File: src/rtl/axi_lite_shadow_regfile_pkg.sv
// -----------------------------------------------------------------------------
// axi_lite_shadow_regfile_pkg
//   Shared definitions for the pixel-pipeline parameter register file:
//   AXI response codes, write/read FSM state encodings and the word indices
//   of the well-known generator parameters.
// -----------------------------------------------------------------------------
package axi_lite_shadow_regfile_pkg;

  localparam logic [1:0] AXI_OKAY   = 2'b00;
  localparam logic [1:0] AXI_SLVERR = 2'b10;

  typedef enum logic [2:0] {
    W_IDLE = 3'd0,
    W_DATA = 3'd1,  // address accepted, waiting for data
    W_ADDR = 3'd2,  // data accepted, waiting for address
    W_EXEC = 3'd3,  // single cycle in which the staging bank is written
    W_RESP = 3'd4
  } wr_state_t;

  typedef enum logic [1:0] {
    R_IDLE  = 2'd0,
    R_FETCH = 2'd1,
    R_DATA  = 2'd2
  } rd_state_t;

  // Word indices of the generator parameters
  localparam int X_OFFSET = 0;
  localparam int Y_OFFSET = 1;
  localparam int ZOOM     = 2;
  localparam int ITER_MAX = 3;

endpackage

File: src/rtl/axi_lite_shadow_regfile_wr_ctrl.sv
// -----------------------------------------------------------------------------
// axi_lite_wr_ctrl
//   AXI4-Lite write channel controller. Accepts AW and W in any order,
//   captures each on its handshake, spends one cycle in W_EXEC presenting the
//   write to the register banks, then holds the B response until bready.
// Ports
//   i_clk, i_resetn             clock, synchronous active-low reset
//   i_aw*, o_awready            write address channel
//   i_w*,  o_wready             write data channel
//   o_bresp, o_bvalid, i_bready write response channel
//   o_wr_en                     one-cycle strobe: W_EXEC targeting an RW register
//   o_wr_idx/_data/_strb        captured word index, data and byte strobes
// -----------------------------------------------------------------------------
module axi_lite_wr_ctrl
  import axi_lite_shadow_regfile_pkg::*;
#(
  parameter int ADDR_WIDTH = 8,
  parameter int DATA_WIDTH = 32,
  parameter int NUM_RW     = 8
) (
  input  logic                      i_clk,
  input  logic                      i_resetn,
  input  logic [ADDR_WIDTH-1:0]     i_awaddr,
  input  logic                      i_awvalid,
  output logic                      o_awready,
  input  logic [DATA_WIDTH-1:0]     i_wdata,
  input  logic [DATA_WIDTH/8-1:0]   i_wstrb,
  input  logic                      i_wvalid,
  output logic                      o_wready,
  output logic [1:0]                o_bresp,
  output logic                      o_bvalid,
  input  logic                      i_bready,
  output logic                      o_wr_en,
  output logic [ADDR_WIDTH-3:0]     o_wr_idx,
  output logic [DATA_WIDTH-1:0]     o_wr_data,
  output logic [DATA_WIDTH/8-1:0]   o_wr_strb
);

  localparam int          IDX_W    = ADDR_WIDTH - 2;
  localparam logic [31:0] NUM_RW_U = 32'(NUM_RW);

  wr_state_t               r_state;
  logic                    r_awready;
  logic                    r_wready;
  logic                    r_bvalid;
  logic [1:0]              r_bresp;
  logic [IDX_W-1:0]        r_idx;
  logic [DATA_WIDTH-1:0]   r_data;
  logic [DATA_WIDTH/8-1:0] r_strb;

  logic                    w_in_rw;
  logic                    w_unused_awaddr_lsb;

  // Full word index is compared, so addresses beyond the RW range never alias
  assign w_in_rw             = 32'(r_idx) < NUM_RW_U;
  assign w_unused_awaddr_lsb = ^i_awaddr[1:0];

  always_ff @(posedge i_clk) begin
    if (!i_resetn) begin
      r_state   <= W_IDLE;
      r_awready <= 1'b1;
      r_wready  <= 1'b1;
      r_bvalid  <= 1'b0;
      r_bresp   <= AXI_OKAY;
      r_idx     <= '0;
      r_data    <= '0;
      r_strb    <= '0;
    end else begin
      case (r_state)
        W_IDLE: begin
          if (i_awvalid) r_idx <= i_awaddr[ADDR_WIDTH-1:2];
          if (i_wvalid) begin
            r_data <= i_wdata;
            r_strb <= i_wstrb;
          end
          if (i_awvalid && i_wvalid) begin
            r_state   <= W_EXEC;
            r_awready <= 1'b0;
            r_wready  <= 1'b0;
          end else if (i_awvalid) begin
            r_state   <= W_DATA;
            r_awready <= 1'b0;
          end else if (i_wvalid) begin
            r_state  <= W_ADDR;
            r_wready <= 1'b0;
          end
        end
        W_DATA: begin
          if (i_wvalid) begin
            r_data   <= i_wdata;
            r_strb   <= i_wstrb;
            r_state  <= W_EXEC;
            r_wready <= 1'b0;
          end
        end
        W_ADDR: begin
          if (i_awvalid) begin
            r_idx     <= i_awaddr[ADDR_WIDTH-1:2];
            r_state   <= W_EXEC;
            r_awready <= 1'b0;
          end
        end
        W_EXEC: begin
          r_state  <= W_RESP;
          r_bvalid <= 1'b1;
          r_bresp  <= w_in_rw ? AXI_OKAY : AXI_SLVERR;
        end
        W_RESP: begin
          if (i_bready) begin
            r_state   <= W_IDLE;
            r_bvalid  <= 1'b0;
            r_awready <= 1'b1;
            r_wready  <= 1'b1;
          end
        end
        default: begin
          r_state   <= W_IDLE;
          r_bvalid  <= 1'b0;
          r_awready <= 1'b1;
          r_wready  <= 1'b1;
        end
      endcase
    end
  end

  assign o_awready = r_awready;
  assign o_wready  = r_wready;
  assign o_bvalid  = r_bvalid;
  assign o_bresp   = r_bresp;
  assign o_wr_en   = (r_state == W_EXEC) && w_in_rw;
  assign o_wr_idx  = r_idx;
  assign o_wr_data = r_data;
  assign o_wr_strb = r_strb;

endmodule

File: src/rtl/axi_lite_shadow_regfile.sv
// -----------------------------------------------------------------------------
// axi_lite_shadow_regfile
//   AXI4-Lite register file holding the pixel generator's parameters.
//   AXI writes land in a staging bank; the active bank seen by the generator
//   copies staging only on frame_commit, so parameters never change mid-frame.
//   Word indices NUM_RW.. map to read-only hardware status registers.
// Ports
//   s_axi_lite_aclk, axi_resetn  clock, synchronous active-low reset
//   s_axi_lite_aw*/w*/b*         AXI4-Lite write channels
//   s_axi_lite_ar*/r*            AXI4-Lite read channels
//   status_in                    RO register values, sampled when a read fetches
//   frame_commit                 start-of-frame pulse; transfers staging to active
//   regs_active                  active bank, register i at [i*DATA_WIDTH +: DATA_WIDTH]
//   commit_pending               staging has been written since the last transfer
// -----------------------------------------------------------------------------
module axi_lite_shadow_regfile
  import axi_lite_shadow_regfile_pkg::*;
#(
  parameter int                            AXI_LITE_ADDR_WIDTH = 8,
  parameter int                            DATA_WIDTH          = 32,
  parameter int                            NUM_RW              = 8,
  parameter int                            NUM_RO              = 2,
  parameter bit                            SHADOW              = 1'b1,
  parameter logic [NUM_RW*DATA_WIDTH-1:0]  RST_VAL             = '0
) (
  input  logic                             s_axi_lite_aclk,
  input  logic                             axi_resetn,
  input  logic [AXI_LITE_ADDR_WIDTH-1:0]   s_axi_lite_awaddr,
  input  logic                             s_axi_lite_awvalid,
  output logic                             s_axi_lite_awready,
  input  logic [DATA_WIDTH-1:0]            s_axi_lite_wdata,
  input  logic [DATA_WIDTH/8-1:0]          s_axi_lite_wstrb,
  input  logic                             s_axi_lite_wvalid,
  output logic                             s_axi_lite_wready,
  output logic [1:0]                       s_axi_lite_bresp,
  output logic                             s_axi_lite_bvalid,
  input  logic                             s_axi_lite_bready,
  input  logic [AXI_LITE_ADDR_WIDTH-1:0]   s_axi_lite_araddr,
  input  logic                             s_axi_lite_arvalid,
  output logic                             s_axi_lite_arready,
  output logic [DATA_WIDTH-1:0]            s_axi_lite_rdata,
  output logic [1:0]                       s_axi_lite_rresp,
  output logic                             s_axi_lite_rvalid,
  input  logic                             s_axi_lite_rready,
  input  logic [NUM_RO*DATA_WIDTH-1:0]     status_in,
  input  logic                             frame_commit,
  output logic [NUM_RW*DATA_WIDTH-1:0]     regs_active,
  output logic                             commit_pending
);

  localparam int STRB_W = DATA_WIDTH / 8;
  localparam int IDX_W  = AXI_LITE_ADDR_WIDTH - 2;

  // ---------------------------------------------------------------------------
  // Write channel
  // ---------------------------------------------------------------------------
  logic                  w_wr_en;
  logic [IDX_W-1:0]      w_wr_idx;
  logic [DATA_WIDTH-1:0] w_wr_data;
  logic [STRB_W-1:0]     w_wr_strb;
  logic [NUM_RW-1:0]     w_reg_we;
  logic                  w_any_we;

  axi_lite_wr_ctrl #(
    .ADDR_WIDTH (AXI_LITE_ADDR_WIDTH),
    .DATA_WIDTH (DATA_WIDTH),
    .NUM_RW     (NUM_RW)
  ) u_wr_ctrl (
    .i_clk      (s_axi_lite_aclk),
    .i_resetn   (axi_resetn),
    .i_awaddr   (s_axi_lite_awaddr),
    .i_awvalid  (s_axi_lite_awvalid),
    .o_awready  (s_axi_lite_awready),
    .i_wdata    (s_axi_lite_wdata),
    .i_wstrb    (s_axi_lite_wstrb),
    .i_wvalid   (s_axi_lite_wvalid),
    .o_wready   (s_axi_lite_wready),
    .o_bresp    (s_axi_lite_bresp),
    .o_bvalid   (s_axi_lite_bvalid),
    .i_bready   (s_axi_lite_bready),
    .o_wr_en    (w_wr_en),
    .o_wr_idx   (w_wr_idx),
    .o_wr_data  (w_wr_data),
    .o_wr_strb  (w_wr_strb)
  );

  genvar gi;
  generate
    for (gi = 0; gi < NUM_RW; gi++) begin : g_we
      assign w_reg_we[gi] = w_wr_en && (32'(w_wr_idx) == 32'(gi));
    end
  endgenerate

  // A write with no strobes set changes nothing, so it must not arm a commit
  assign w_any_we = w_wr_en && (|w_wr_strb);

  // ---------------------------------------------------------------------------
  // Staging bank
  // ---------------------------------------------------------------------------
  logic [DATA_WIDTH-1:0] r_staging [NUM_RW];

  always_ff @(posedge s_axi_lite_aclk) begin
    if (!axi_resetn) begin
      for (int i = 0; i < NUM_RW; i++) begin
        r_staging[i] <= RST_VAL[i*DATA_WIDTH +: DATA_WIDTH];
      end
    end else begin
      for (int i = 0; i < NUM_RW; i++) begin
        for (int k = 0; k < STRB_W; k++) begin
          if (w_reg_we[i] && w_wr_strb[k]) begin
            r_staging[i][k*8 +: 8] <= w_wr_data[k*8 +: 8];
          end
        end
      end
    end
  end

  // ---------------------------------------------------------------------------
  // Active bank
  // ---------------------------------------------------------------------------
  generate
    if (SHADOW) begin : g_shadow
      logic [DATA_WIDTH-1:0] r_active [NUM_RW];
      logic                  r_pending;

      // A commit coinciding with W_EXEC copies the pre-write staging values
      // (non-blocking), and the new write keeps pending armed for next frame.
      always_ff @(posedge s_axi_lite_aclk) begin
        if (!axi_resetn) begin
          for (int i = 0; i < NUM_RW; i++) begin
            r_active[i] <= RST_VAL[i*DATA_WIDTH +: DATA_WIDTH];
          end
          r_pending <= 1'b0;
        end else begin
          if (frame_commit && r_pending) begin
            for (int i = 0; i < NUM_RW; i++) begin
              r_active[i] <= r_staging[i];
            end
          end
          if (w_any_we) begin
            r_pending <= 1'b1;
          end else if (frame_commit && r_pending) begin
            r_pending <= 1'b0;
          end
        end
      end

      for (gi = 0; gi < NUM_RW; gi++) begin : g_out
        assign regs_active[gi*DATA_WIDTH +: DATA_WIDTH] = r_active[gi];
      end
      assign commit_pending = r_pending;
    end else begin : g_direct
      for (gi = 0; gi < NUM_RW; gi++) begin : g_out
        assign regs_active[gi*DATA_WIDTH +: DATA_WIDTH] = r_staging[gi];
      end
      assign commit_pending = 1'b0;
    end
  endgenerate

  // ---------------------------------------------------------------------------
  // Read channel
  // ---------------------------------------------------------------------------
  rd_state_t             r_rd_state;
  logic                  r_arready;
  logic                  r_rvalid;
  logic [DATA_WIDTH-1:0] r_rdata;
  logic [1:0]            r_rresp;
  logic [IDX_W-1:0]      r_rd_idx;

  logic [DATA_WIDTH-1:0] w_rd_data;
  logic [1:0]            w_rd_resp;
  logic                  w_unused_araddr_lsb;

  assign w_unused_araddr_lsb = ^s_axi_lite_araddr[1:0];

  // Unmapped indices fall through to zero data with SLVERR
  always_comb begin
    w_rd_data = '0;
    w_rd_resp = AXI_SLVERR;
    for (int i = 0; i < NUM_RW; i++) begin
      if (32'(r_rd_idx) == 32'(i)) begin
        w_rd_data = r_staging[i];
        w_rd_resp = AXI_OKAY;
      end
    end
    for (int j = 0; j < NUM_RO; j++) begin
      if (32'(r_rd_idx) == 32'(NUM_RW + j)) begin
        w_rd_data = status_in[j*DATA_WIDTH +: DATA_WIDTH];
        w_rd_resp = AXI_OKAY;
      end
    end
  end

  always_ff @(posedge s_axi_lite_aclk) begin
    if (!axi_resetn) begin
      r_rd_state <= R_IDLE;
      r_arready  <= 1'b1;
      r_rvalid   <= 1'b0;
      r_rdata    <= '0;
      r_rresp    <= AXI_OKAY;
      r_rd_idx   <= '0;
    end else begin
      case (r_rd_state)
        R_IDLE: begin
          if (s_axi_lite_arvalid) begin
            r_rd_idx   <= s_axi_lite_araddr[AXI_LITE_ADDR_WIDTH-1:2];
            r_rd_state <= R_FETCH;
            r_arready  <= 1'b0;
          end
        end
        R_FETCH: begin
          r_rdata    <= w_rd_data;
          r_rresp    <= w_rd_resp;
          r_rvalid   <= 1'b1;
          r_rd_state <= R_DATA;
        end
        R_DATA: begin
          if (s_axi_lite_rready) begin
            r_rvalid   <= 1'b0;
            r_arready  <= 1'b1;
            r_rd_state <= R_IDLE;
          end
        end
        default: begin
          r_rvalid   <= 1'b0;
          r_arready  <= 1'b1;
          r_rd_state <= R_IDLE;
        end
      endcase
    end
  end

  assign s_axi_lite_arready = r_arready;
  assign s_axi_lite_rvalid  = r_rvalid;
  assign s_axi_lite_rdata   = r_rdata;
  assign s_axi_lite_rresp   = r_rresp;

endmodule
File: config.mk
export PLATFORM = sky130hd
export DESIGN_NAME = axi_lite_shadow_regfile
export DESIGN_NICKNAME = d
export VERILOG_FILES = /design/src/rtl/axi_lite_shadow_regfile_pkg.sv /design/src/rtl/axi_lite_shadow_regfile_wr_ctrl.sv /design/src/rtl/axi_lite_shadow_regfile.sv
export SDC_FILE = /design/constraint.sdc
export NUM_CORES = 1
export LEC_CHECK = 0
export BUFFER_PORTS_ARGS = -buffer_cell sky130_fd_sc_hd__buf_2
export CORE_MARGIN = 8
export CORE_UTILIZATION = 56
export DETAILED_ROUTE_END_ITERATION = 6
export PLACE_DENSITY = 0.79
export RECOVER_POWER = 100
export SYNTH_ARGS = -nofsm -noshare
export SYNTH_HDL_FRONTEND = slang
export SYNTH_SLANG_ARGS = --single-unit
File: constraint.sdc
create_clock -name s_axi_lite_aclk -period 11 [get_ports s_axi_lite_aclk]
set_input_delay 2.2 -clock s_axi_lite_aclk [delete_from_list [all_inputs] [get_ports s_axi_lite_aclk]]
set_output_delay 2.2 -clock s_axi_lite_aclk [all_outputs]
set_load 0.03 [all_outputs]
### After elaboration in Yosys (flattened, before gate mapping)

Memories as Yosys holds them, arrays and structs flattened.
Index checks and enable logic that the tools add are counted.

* register bits after elaboration: 95
* bits in latches: 0
* bits in writable memories: 512
* bits in read-only memories: 0
* input bits: 124
* output and inout port bits: 298
* memories kept: 2

* $add $sub $neg: 0
* $mul: 0
* div/mod/pow operators: 0
* order comparisons: 1
* eq/ne operators: 29
* shifts and indexed selects: 0
* mux-type cells: 188
* bitwise logic cells: 45
* reduce and logical (&&, ||, !) cells: 65

Memories
* g_shadow.r_active: depth 8, width 32, read ports 8, clocked after memory_dff 0, write ports 8, RTL line axi_lite_shadow_regfile.sv:123 `logic [DATA_WIDTH-1:0] r_active [NUM_RW];`
* r_staging: depth 8, width 32, read ports 8, clocked after memory_dff 0, write ports 8, RTL line axi_lite_shadow_regfile.sv:100 `logic [DATA_WIDTH-1:0] r_staging [NUM_RW];`

Operator list (number)
* 32-bit 2-to-1 mux: 18
* 8-bit 2-to-1 mux: 32
* 1-bit 2-to-1 mux: 112
* 6-bit by 3-bit equality test with 1-bit output (second input constant): 8
* 1-bit logical AND: 44
* 1-bit bitwise OR: 40
* 2-bit 2-to-1 mux: 13
* 6-bit by 2-bit equality test with 1-bit output (second input constant): 4
* 3-bit 2-to-1 mux: 6
* 3-bit one-hot mux with 5 select lines: 1
* 2-bit AND reduction: 7
* 6-bit by 1-bit equality test with 1-bit output (second input constant): 2
* 6-bit by 4-bit equality test with 1-bit output (second input constant): 2
* 6-bit zero test: 2
* 2-bit inequality test (second input constant): 5
* 1-bit one-hot mux with 3 select lines: 3
* 1-bit one-hot mux with 4 select lines: 2
* 2-bit OR reduction: 4
* 3-bit by 2-bit equality test with 1-bit output (second input constant): 2
* 6-bit by 4-bit less-than comparator with 1-bit output (second input constant): 1
* 2-bit one-hot mux with 3 select lines: 1
* 3-bit AND reduction: 2
* 1-bit NOT: 5
* 4-bit by 3-bit inequality test with 1-bit output (second input constant): 1
* other kinds (11): 11

### Longest topological paths before layout

Gate-level depths: netlist of run 1.

* depth in word-level cells: 11
* mapped depth: 8
* depth with buffers taken out: 5

### Hierarchy

From an unflattened synthesis of run 1, not the netlist that was laid out.

* cells, all modules: 1850
* area total of the unflattened synthesis: 24523.5 um^2

By module, submodules not included
* axi_lite_shadow_regfile: instances 1, cells each 1629, area an instance 22515.3 um^2, sequential area each 16255.6 um^2
* axi_lite_wr_ctrl: instances 1, cells each 221, area an instance 2008.2 um^2, sequential area each 980.9 um^2

### Worst setup path after synthesis of run 1

OpenSTA, ideal clock, no wires.

* path type: input to register
* start point: input port axi_resetn
* end point: memory g_shadow.r_active[0][0] (enable)
* library setup time: 1948 ps
* arrival time: 7202 ps
* data required time: 9052 ps
* slack: 1850 ps
* stages: 4
* buffers on the path: 3
* cells stage by stage: clkbuf_1 > clkbuf_1 > clkbuf_1 > nand2_1

RTL lines
* start, declared: RTL line axi_lite_shadow_regfile.sv:27 `input logic axi_resetn,`
* end, declared: RTL line axi_lite_shadow_regfile.sv:123

==> run_results.csv, run 1 <==
group,metric,value,unit
run_status,status,"finished with violations",
run_status,violations,"capacitance limit, slew limit",
global_route,first_global_vias,16600,
sta,worstMarginPinSlew,4620,ps
synthesis,synth.most_common_cell,"edfxtp_1",
layout,drive_gt1_share,12.7,%
placed_design,gp_congestion,0.899,
synthesis,mappedNetlistArea,24600,µm²
clock_tree,postCtsHoldBufs,0,
synthesis,yosys_warnings,0,
synthesis,synth_common_cells,"edfxtp_1 (512), and2_1 (261), nor2_1 (252)",
placed_design,dp_hpwl,51100,µm
synthesis,syn_inst,1874,
sta,setup_viol,0,
floorplan,io_pins,422,
sta,report.final.slew_viol_count,371,
detailed_routing,ant_nets,0,
worst_setup_path,slowest_stage,"clkbuf_1",
power_and_ir_drop,leakagePower,10.3,nW
flow_run,max-cap-violations,5,
global_route,grt.total_usage,26.9,%
worst_setup_path,worstSetupPathType,"in2reg",
worst_setup_path,end_kind,"register",
worst_setup_path,arrival,7530,ps
detailed_routing,num_vias,16600,
sta,fin_skew,16.1,ps
clock_tree,cts_sinks,605,
synthesis,synthArstFlopShare,0,%
power_and_ir_drop,irDropWorstVdd,133,µV
layout,final_core_util,65.2,%
global_route,grt_pass1_wl,102000,µm
sta,max_freq,137,MHz
worst_setup_path,cp.required,11220,ps
placed_design,dpl.cell_count,2781,
detailed_routing,postRouteWirelength,71000,µm
detailed_routing,firstDrtPassIters,5,
detailed_routing,drt_iter0_markers,1788,
detailed_routing,via_per_inst,5.74,
placed_design,numPortBuffers,415,
floorplan,dieArea,50900,µm²
synthesis,syn_area_per_cell,13.1,µm²
worst_setup_path,crit_chain,"buf_6, nand2_1, clkbuf_1, buf_4",
synthesis,synth_top_area_share,62.4,%
floorplan,die_w,226,µm
clock_tree,cts_resized,0,
clock_tree,clock_path_buffers,3,
worst_setup_path,cpPeakStageDelay,3220,ps
sta,min_period,7310,ps
synthesis,synth.yosys.seq_area_share,70.0,%
synthesis,synth_edf_count,512,
synthesis,synth_ff_type,"edfxtp_1",
sta,finalHoldViolations,0,
floorplan,start_util,56.2,%
synthesis,yosys-top-cells-area,"edfxtp_1 (62%), dfxtp_1 (7.6%), and2_1 (6.6%)",
synthesis,synth_cell_type_count,54,
layout,stdcell_count,2893,
sta,fin_tns_setup,0,ps
clock_tree,numCtsBuffers,58,
synthesis,synth_top_cell_by_area,"edfxtp_1",
detailed_routing,wire_per_inst,24.6,µm
layout,area_delta_synth_final,16.1,%
clock_tree,cts_tree,"yes",
clock_tree,cts_setup_buffers,0,
detailed_routing,post-route-drc-count,0,
layout,nets,2373,
floorplan,die_h,226,µm
worst_setup_path,cp-start-kind,"input pin",
worst_setup_path,critPathMaxFanout,110,
floorplan,coreArea,43800,µm²
global_route,grt_max_degree,124,
sta,rsz0062_at_grt,"no",
power_and_ir_drop,power.density,178,nW/µm²
clock_tree,clkTransAtPathRegs,60,ps
sta,period_share,66.5,%
synthesis,ys_ff_latch,605,
worst_hold_path,worstHoldPathType,"reg2reg",
clock_tree,cts-root-buf,"clkbuf_16",
global_route,overflow,0,
floorplan,rows,77,
clock_tree,cts-htree-levels,2,
sta,slew_headroom,-208,%
global_route,antenna_found_initial,8,
clock_tree,clock_latency,610,ps
[critical path: cells and delay by family]
| kind | cells | cell delay [ps] |
|---|---|---|
| buf+inv | 3 | 4710 |
| simple gates | 1 | 370 |
[power breakdown]
group | switching (W) | internal, W | leakage (nW)
logic | 0.000324 | 0.000116 | 3.37
clock network | 0.000855 | 0.00114 | 0.913
registers | 0.0000665 | 0.00259 | 6.04
[logic make-up after synthesis]
logic type | synth area share [%]
simple gates | 16.9
mux | 3.45
other cells | 0.0152
compound gates | 7.03
flops | 70.0
buf+inv | 2.61
[path summary, 6_finish.rpt]
check | start | to | slack (ps) | cells after the start
worst min-delay path | u_wr_ctrl.o_wr_data[6] | u_wr_ctrl.o_wr_data[6] | 460 | 2
worst max-delay path | axi_resetn | g_shadow.r_active[1][46] | 3690 | 4
worst max register to register | commit_pending | g_shadow.r_active[1][46] | 5340 | 4
worst min register to register | u_wr_ctrl.o_wr_data[6] | u_wr_ctrl.o_wr_data[6] | 460 | 2
[flip-flops by register name (all words and copies together) (netlist names), 2 cells and up]
signal / flops
u_wr_ctrl.r_state: 3
u_wr_ctrl.o_wr_idx: 6
u_wr_ctrl.o_wr_data: 32
g_shadow.r_active: 256
u_wr_ctrl.o_wr_strb: 4
r_rd_idx: 6
r_staging: 256
s_axi_lite_rdata: 32
r_rd_state: 2
[stage by stage]
step           setup WS (ps)  hold WS [ps]  cell area, µm²  total power, W
2_1_floorplan           1850           444           24600         0.00298
3_3_place_gp            5970           437           27100         0.00314
3_5_place_dp            5910           449           27100         0.00316
4_1_cts                 6560           464           29000         0.00511
5_1_grt                 3450           474           28600         0.00522
6_report                3690           465           28600         0.00509
[layer usage]
layer	GRT usage, %	vias to the layer above	part of all wire (%)
met3	5.19	186	7.7
met5	0	-	0.023
li1	-	7452	-
met2	47.1	808	51
met1	31.2	8155	35
met4	14.2	2	5.7
[cells in the final DEF, fill, tap and decap left out, types with 11 or more instances in the layout]
cell,netlist,layout
a211o_1,15,15
a21boi_0,37,37
a21oi_1,29,29
a221o_1,14,14
a221oi_1,12,12
a22oi_1,15,15
and2_0,0,154
and2_1,261,107
buf_2,24,117
buf_4,7,13
clkbuf_1,78,312
clkbuf_16,0,59
dfxtp_1,93,91
edfxtp_1,512,512
inv_1,34,34
mux2_2,26,26
mux2i_1,15,15
mux4_2,18,18
nand2_1,178,178
nand2b_1,22,22
nor2_1,252,251
nor2b_1,28,27
nor3_1,25,25
nor4_1,16,16
o211ai_1,16,16
o21ai_0,27,32
o22ai_1,23,23
o31a_1,11,11
[area by class of cell]
class / count / area (µm²)
well taps: 592 / 741
clock inverters: 33 / 329
clock buffers: 73 / 1550
diodes: 6 / 15.0
flip-flops and latches: 605 / 17200
fillers: 3339 / 15300
repair buffers: 431 / 1820
multi-input cells: 1119 / 6760
inverters: 34 / 128
Power figures use the tool's default switching activity.
==> inputs of run 2 (changes only) <==
- clock period: 11 -> 7.65 ns (I/O delays scaled with it)
==> run 2 against run 1 <==
The flow still finishes with violations (capacitance limit, slew limit); sequential share of layout area is 0.19 points lower; utilization is 0.21 points higher; register-to-register slack worse by 1800 ps; final cell count hardly changed; routed wire length is 0.23% lower; clock skew is 1.1 ps higher; combinational power is 44% higher; final area is 0.32% higher; via count hardly changed; critical path depth is 1 lower.
==> run_results.csv, run 2 (synthesized netlist as in run 1, its figures left out) <==
group,metric,value,unit
run_status,status,"finished with violations",
run_status,violations,"capacitance limit, slew limit",
clock_tree,cts_setup_buffers,0,
layout,layout_commonest_cell,"edfxtp_1",
worst_setup_path,cp-start-kind,"input pin",
placed_design,dp_hpwl,50800,µm
floorplan,start_util,56.2,%
sta,fin_skew,17.1,ps
sta,finalHoldViolations,0,
clock_tree,postCtsHoldBufs,0,
sta,report.final.slew_viol_count,298,
worst_setup_path,cp_num_buf_inv,2,
placed_design,gp_congestion,0.939,
clock_tree,clock_latency,610,ps
detailed_routing,via_per_inst,5.74,
global_route,overflow,0,
detailed_routing,num_vias,16600,
detailed_routing,post-route-drc-count,0,
layout,nets,2371,
worst_setup_path,arrival,5230,ps
global_route,first_global_vias,16500,
worst_setup_path,reg2reg_depth,3,
worst_setup_path,worstSetupPathType,"in2reg",
sta,slew_headroom,-115,%
sta,setup_viol,0,
detailed_routing,drt_iter0_markers,1654,
clock_tree,cts-htree-levels,2,
sta,min_period,4990,ps
worst_setup_path,end_kind,"register",
floorplan,die_h,226,µm
clock_tree,clock_path_buffers,3,
worst_setup_path,cpPeakStageDelay,2340,ps
worst_setup_path,regToRegStartpoint,"commit_pending",
floorplan,rows,77,
sta,worstMarginPinSlew,3220,ps
floorplan,die_w,226,µm
worst_hold_path,hold_path_end,"s_axi_lite_rdata[0]",
clock_tree,cts_tree,"yes",
sta,fin_tns_setup,0,ps
worst_setup_path,crit_chain,"buf_6, nand2_2, buf_4",
clock_tree,cts_sinks,605,
layout,drive_gt1_share,12.6,%
flow_run,max-cap-violations,4,
floorplan,dieArea,50900,µm²
worst_hold_path,worstHoldPathType,"reg2reg",
worst_setup_path,rrSetupSlack,3580,ps
layout,most-common-layout-cells,"edfxtp_1 (512), clkbuf_1 (306), nor2_1 (251)",
layout,area_delta_synth_final,16.5,%
clock_tree,cts-root-buf,"clkbuf_16",
clock_tree,clkTransAtPathRegs,60,ps
worst_hold_path,hold_depth,1,
sta,rsz0062_at_grt,"no",
power_and_ir_drop,power.density,262,nW/µm²
placed_design,post-place-ws,3490,ps
floorplan,coreArea,43800,µm²
layout,top_regs,"g_shadow.r_active (256), r_staging (256)",
sta,period_share,65.3,%
global_route,grt_pass1_wl,102000,µm
detailed_routing,postRouteWirelength,70900,µm
power_and_ir_drop,leakagePower,10.4,nW
detailed_routing,ant_nets,0,
placed_design,numPortBuffers,415,
global_route,grt_max_degree,130,
clock_tree,numCtsBuffers,57,
worst_setup_path,slowest_stage,"nand2_2",
worst_setup_path,rr_endpoint,"g_shadow.r_active[0][125]",
worst_setup_path,cp_top_family,"simple AND/OR/NAND/NOR gates",
floorplan,io_pins,422,
sta,finalHoldWorstSlack,461,ps
clock_tree,cts_resized,0,
sta,max_freq,200,MHz
global_route,grt.total_usage,26.9,%
sta,worst_slack,2660,ps
detailed_routing,wire_per_inst,24.5,µm
worst_setup_path,critPathMaxFanout,129,
global_route,antenna_found_initial,4,
detailed_routing,firstDrtPassIters,5,
power_and_ir_drop,irDropWorstVdd,220,µV
worst_setup_path,cp.required,7890,ps
power_and_ir_drop,power.total,0.00751,W
layout,nFillCells,3359,
worst_hold_path,hold_start,"s_axi_lite_rdata[0]",
==> run 2: through the flow <==
stage / std cells / area [µm²] / util, %
after floorplan: 1875 / 24600 / -
after global placement: 2780 / 27100 / 61.8
after detailed placement: 2780 / 27100 / 61.8
after CTS: 2887 / 29100 / 66.4
after global routing: 2889 / 28700 / 65.4
final: 2891 / 28700 / 65.4
==> run 2: metal layers <==
| metal | share of wire, % | wire (µm) | vias up | global-route usage, % |
|---|---|---|---|---|
| met1 | 35 | 25000 | 8133 | 31.0 |
| met4 | 5.6 | 3970 | 0 | 14.5 |
| met3 | 7.3 | 5180 | 175 | 4.22 |
| met2 | 52 | 36700 | 845 | 47.8 |
| li1 | - | - | 7442 | - |
| met5 | 0 | 0 | - | 0 |
==> run 2: area by class of cell <==
type                       count  area, µm²  share of cell area [%]
antenna                        4       10.0                  0.0349
clock buffer                  68       1500                    5.22
clock inverter                39        527                    1.84
inverter                      34        128                   0.445
multi-input combinational   1119       6710                    23.4
sequential                   605      17200                    60.1
tap                          592        741                    2.58
timing repair buffer         430       1820                    6.35
==> run 2: where the power goes <==
part | switching (W) | internal (W)
Clock | 0.00122 | 0.00183
Sequential | 0.0000968 | 0.00372
Combinational | 0.000468 | 0.000165
==> run 2: worst max-delay path by stage <==
stage               depth (start not counted)  startpoint  slack [ps]                        end
detailed placement                          4  axi_resetn        3490   g_shadow.r_active[1][27]
finish                                      3  axi_resetn        2660  g_shadow.r_active[0][125]
floorplan                                   4  axi_resetn        1760    g_shadow.r_active[0][0]
global route                                3  axi_resetn        2330   g_shadow.r_active[1][26]
global placement                            4  axi_resetn        3550   g_shadow.r_active[1][56]
CTS                                         4  axi_resetn        4140   g_shadow.r_active[0][25]
